File: config.mk
export PLATFORM = sky130hd
export DESIGN_NAME = round_ctrl
export DESIGN_NICKNAME = d
export VERILOG_FILES = /design/src/rtl/round_ctrl.sv
export SDC_FILE = /design/constraint.sdc
export NUM_CORES = 1
export LEC_CHECK = 0
export CAP_MARGIN = 20
export CORE_MARGIN = 4
export CORE_UTILIZATION = 45
export CTS_CLUSTER_DIAMETER = 150
export CTS_CLUSTER_SIZE = 8
export DETAILED_ROUTE_END_ITERATION = 7
export PLACE_DENSITY = 0.91
export SYNTH_ARGS = -nofsm -noshare
export SYNTH_HDL_FRONTEND = slang
export SYNTH_SLANG_ARGS = --single-unit
File: constraint.sdc
create_clock -name clk -period 3.69 [get_ports clk]
set_input_delay 0.369 -clock clk [delete_from_list [all_inputs] [get_ports clk]]
set_output_delay 0.369 -clock clk [all_outputs]
set_load 0.01 [all_outputs]
File: src/rtl/round_ctrl.sv
// Block-cipher round controller: takes one block request, runs the external round
// counter, and turns its count into round enables and forward/reverse key indices.
//
// state | meaning
// IDLE  | waiting for a request; only accepts once the counter has cleared
// RUN   | counter running; one round_en per count value 0..ROUNDS-1
// DONE  | result presented on out_valid until the consumer takes it
module round_ctrl #(
  parameter int ROUNDS = 16,
  parameter int CNT_W  = 5,
  parameter int IDX_W  = 4
) (
  input  logic             clk,
  input  logic             rst_n,
  input  logic             in_valid,
  output logic             in_ready,
  input  logic             mode,
  input  logic             abort,
  output logic             start,
  input  logic [CNT_W-1:0] cnt,
  input  logic             cnt_end,
  output logic             round_en,
  output logic [IDX_W-1:0] key_idx,
  output logic             first_round,
  output logic             last_round,
  output logic             out_valid,
  input  logic             out_ready,
  output logic             mode_q,
  output logic             err
);

  localparam int WD_W = $clog2(ROUNDS + 3);
  localparam logic [CNT_W-1:0] CNT_LAST = CNT_W'(ROUNDS - 1);
  localparam logic [CNT_W-1:0] CNT_TERM = CNT_W'(ROUNDS);
  // Watchdog fires on the cycle it would reach ROUNDS+2; a healthy run leaves RUN at ROUNDS.
  localparam logic [WD_W-1:0]  WD_LIMIT = WD_W'(ROUNDS + 1);

  generate
    if (IDX_W > CNT_W || (1 << IDX_W) < ROUNDS || (1 << CNT_W) <= ROUNDS) begin : g_param_check
      $error("round_ctrl: CNT_W/IDX_W too narrow for ROUNDS");
    end
  endgenerate

  typedef enum logic [1:0] {
    S_IDLE,
    S_RUN,
    S_DONE
  } state_t;

  state_t          state, state_d;
  logic            start_d;
  logic            out_valid_d;
  logic            mode_q_d;
  logic            err_d;
  logic [WD_W-1:0] wd, wd_d;
  logic [CNT_W-1:0] key_sel;

  assign key_sel = mode_q ? (CNT_LAST - cnt) : cnt;

  always_ff @(posedge clk or negedge rst_n) begin
    if (!rst_n) begin
      state     <= S_IDLE;
      start     <= 1'b0;
      out_valid <= 1'b0;
      mode_q    <= 1'b0;
      err       <= 1'b0;
      wd        <= '0;
    end else begin
      state     <= state_d;
      start     <= start_d;
      out_valid <= out_valid_d;
      mode_q    <= mode_q_d;
      err       <= err_d;
      wd        <= wd_d;
    end
  end

  always_comb begin
    state_d     = state;
    start_d     = start;
    out_valid_d = out_valid;
    mode_q_d    = mode_q;
    err_d       = err;
    wd_d        = wd;
    in_ready    = 1'b0;
    round_en    = 1'b0;
    key_idx     = '0;
    first_round = 1'b0;
    last_round  = 1'b0;

    case (state)
      S_IDLE: begin
        in_ready = (cnt == '0) && !cnt_end;
        if (in_valid && in_ready) begin
          mode_q_d = mode;
          start_d  = 1'b1;
          wd_d     = '0;
          state_d  = S_RUN;
        end
      end

      S_RUN: begin
        round_en    = !cnt_end && (cnt < CNT_TERM);
        key_idx     = key_sel[IDX_W-1:0];
        first_round = round_en && (cnt == '0);
        last_round  = round_en && (cnt == CNT_LAST);
        wd_d        = wd + WD_W'(1);
        if (abort) begin
          start_d     = 1'b0;
          out_valid_d = 1'b0;
          state_d     = S_IDLE;
        end else if (cnt_end) begin
          start_d     = 1'b0;
          out_valid_d = 1'b1;
          state_d     = S_DONE;
        end else if (wd == WD_LIMIT) begin
          err_d   = 1'b1;
          start_d = 1'b0;
          state_d = S_IDLE;
        end
      end

      S_DONE: begin
        // abort beats a simultaneous out_ready: the result is dropped
        if (abort) begin
          start_d     = 1'b0;
          out_valid_d = 1'b0;
          state_d     = S_IDLE;
        end else if (out_valid && out_ready) begin
          out_valid_d = 1'b0;
          state_d     = S_IDLE;
        end
      end

      default: begin
        start_d     = 1'b0;
        out_valid_d = 1'b0;
        state_d     = S_IDLE;
      end
    endcase
  end

endmodule
==> summary.txt <==
STA
  – Clock Skews: 0.00259 ns
  – RSZ-0062 raised after global routing: no
  – Setup_tns: 0 ns
  – Final Hold Viols: 0
  – Fin crit period: 2.40 ns
  – Max Slew Vio Count: 0
  – Final Cycle Share: 65.0%
  – Max-slew headroom: 67.5%
  – Slew @ Worst Pin: 0.486 ns
  – Final Setup Violations: 0
  – Max Freq: 417 MHz

Logic synthesis
  – Synth top area share: 41.6%
  – Syn Inst Count: 69
  – Mapped Area: 662 sq um
  – Register area share after synthesis: 41.6%
  – Syn_nets: 83
  – Post-synth EDFFs: 0
  – Synthesis Warnings: 0
  – Syn avg cell area: 9.59 sq um
  – Count of cell types in the netlist: 31
  – Synth area leader: dfrtp_1
  – Largest cells by area after synthesis: dfrtp_1 42%, xnor2_1 5.3%, ha_1 3.8%, nor4_2 3.8%, buf_6 3.4%
  – Async SR Flop Fraction: 100%
  – Post-synth top flop: dfrtp_1
  – #FFs+latches synth: 11

Floorplan
  – IO Count: 24
  – Starting density of the core: 49.0%
  – Die Height: 46.4 um
  – Core Area: 1350 sq um
  – # rows: 13
  – Die ar.: 2150 sq um
  – Die width: 46.4 um

Clocking
  – PostCTS Resize Cnt: 0
  – Clk_lat worst skew: 0.28 ns
  – Num CTS Buffers: 3
  – Clock Path Buffers: 2
  – Root buffer cell: clkbuf_4
  – CTS clk-pin slew, worst paths: 0.07 ns
  – Clock sink count: 11
  – Setup Buffers After CTS: 0
  – H-tree depth: 1
  – CTS tree: yes
  – Post-CTS Hold Buffers: 0

Global routing
  – First-pass GRT wire length: 2480 um
  – Tot GR Track Use: 16.6%
  – Largest net degree at the start of global routing: 12
  – Vias in the first global route: 598
  – Grt ovf: 0
  – Initial antenna violation count: 0

Critical path
  – Crit Reg-Reg Startpoint: state[1]
  – CP Class: register to output port
  – Required time worst endpoint: 3.32 ns
  – CP top delay family: simple AND/OR/NAND/NOR gates
  – Startpoint types: register
  – Worst-case reg-to-reg path depth: 3
  – Crit path cell chain: nand2b_1 -> nor3_1 -> and2_1 -> clkdlybuf4s50_1
  – CP Capture Type: output port
  – CP max stage delay: 0.53 ns
  – Arr. time, crit path: 2.03 ns
  – R2r setup slk: 2.08 ns
  – Reg-to-reg endpoint: mode_q
  – CP max stage cell: clkdlybuf4s50_1
  – Crit-path max FO: 11
  – CP Buf/Inv Count: 1

Layout
  – Inserted Diodes: 0
  – Reg area: 275 sq um
  – Footprint of the multi-input gates: 348 sq um
  – Fill cells: 111
  – P&R area growth vs syn: 36.9%
  – Nets: 107
  – Post-route cell area: 906 sq um
  – Commonest non-fill, non-tap cell in the layout: clkdlybuf4s50_1
  – Layout cell share with drive strength beyond 1: 7.61%
  – Commonest cells after routing, fill and taps aside: 23 x clkdlybuf4s50_1, 11 x dfrtp_1, 6 x nor2_1, 6 x nand2_1

Power and ir drop
  – Leak: 0.355 nW
  – Switch Pwr: 0.102 mW
  – Combinational share of power: 24.8%
  – Sequential power share: 50.3%
  – Sw Share: 30.2%
  – Cell area power density: 372 nW/um^2
  – Clock Power Share: 24.9%
  – VDD IR max: 0.241 mV
  – Cell-internal power: 0.235 mW

Outcome
  – Outcome: finished, final reports clean

Placed design
  – Gpl congestion: 0.731
  – DP Area: 880 sq um
  – I/O Buffers: 23
  – Detail Placement HPWL: 1110 um

Routing
  – Remaining antenna violation count: 0
  – Via/cell ratio: 5.58
  – Post-detailed-routing wire length: 1440 um
  – DRC: 0
  – Drt wl/cell: 13.4 um
  – Vias post-DR: 597
  – Pre-Repair DR Iteration Count: 2
  – Iter 0 DRT Violations: 6

Run
  – Max-cap violations: 0

Hold path
  – Min-Delay Path Class: input pin to asynchronous set/reset pin
kinds of logic after synthesis:
logic type / synth area share, %
compound gates: 13.6
simple gates: 26.3
mux: 2.27
xor+xnor: 6.62
fa+ha+maj: 3.78
buf+inv: 5.86
flops: 41.6
cell type report:
class	instances	area share (%)
repair buffers	23	25.4
inverters	2	0.829
well taps	15	2.07
flip-flops and latches	11	30.4
clock buffers	4	2.90
multi-input cells	52	38.4
worst max path at each step:
stage | start | end | slack (ns) | cells past startpoint
2_1_floorplan | state[1] | first_round | 2.01 | 5
3_3_place_gp | cnt_end | first_round | 1.46 | 4
3_5_place_dp | cnt[1] | in_ready | 1.44 | 4
4_1_cts | state[1] | first_round | 1.28 | 4
5_1_grt | state[1] | first_round | 1.12 | 4
6_report | state[1] | first_round | 1.29 | 4
flip-flops by register name, indices dropped and copies added, names as in the netlist:
register / flops
err: 1
wd: 5
start: 1
state: 2
out_valid: 1
mode_q: 1
per-stage QoR:
step           total power, mW  hold WS (ns)  util, %  worst slack (ns)  instances
2_1_floorplan            0.217        0.0734        -              2.01         69
3_5_place_dp             0.256         0.472     65.2              1.44        103
6_report                 0.337         0.418     67.1              1.29        107
4_1_cts                  0.341         0.435     67.1              1.28        107
3_3_place_gp             0.252         0.456     65.2              1.46        103
5_1_grt                  0.363         0.470     67.1              1.12        107
cells in the mapped netlist (2+ instances only):
cell	n
a21oi_1	4
nand3b_1	2
or3_1	2
buf_6	2
o22ai_1	2
nor2_1	6
nor4_2	2
o21ai_0	3
ha_1	2
dfrtp_1	11
nor4_1	2
xnor2_1	4
nand2_1	6
and2_1	2
inv_1	2
nand2b_1	2
power by group through the flow:
stage / combinational, mW / clock, mW / sequential, mW
after floorplan: 0.0495 / 0 / 0.167
after global placement: 0.0808 / 0 / 0.171
after detailed placement: 0.0843 / 0 / 0.172
after CTS: 0.0848 / 0.0859 / 0.170
after global routing: 0.0959 / 0.0914 / 0.176
final: 0.0836 / 0.0840 / 0.170
layer usage:
metal  up-vias  global-route usage [%]  part of all wire, %
met2        22                    26.4                   46
li1        295                       -                    -
met1       275                    18.6                   42
met3         5                    7.03                  9.4
met4         0                    8.52                  1.9
met5         -                       0                    0
Note: power is estimated with default switching activity, not from simulation.
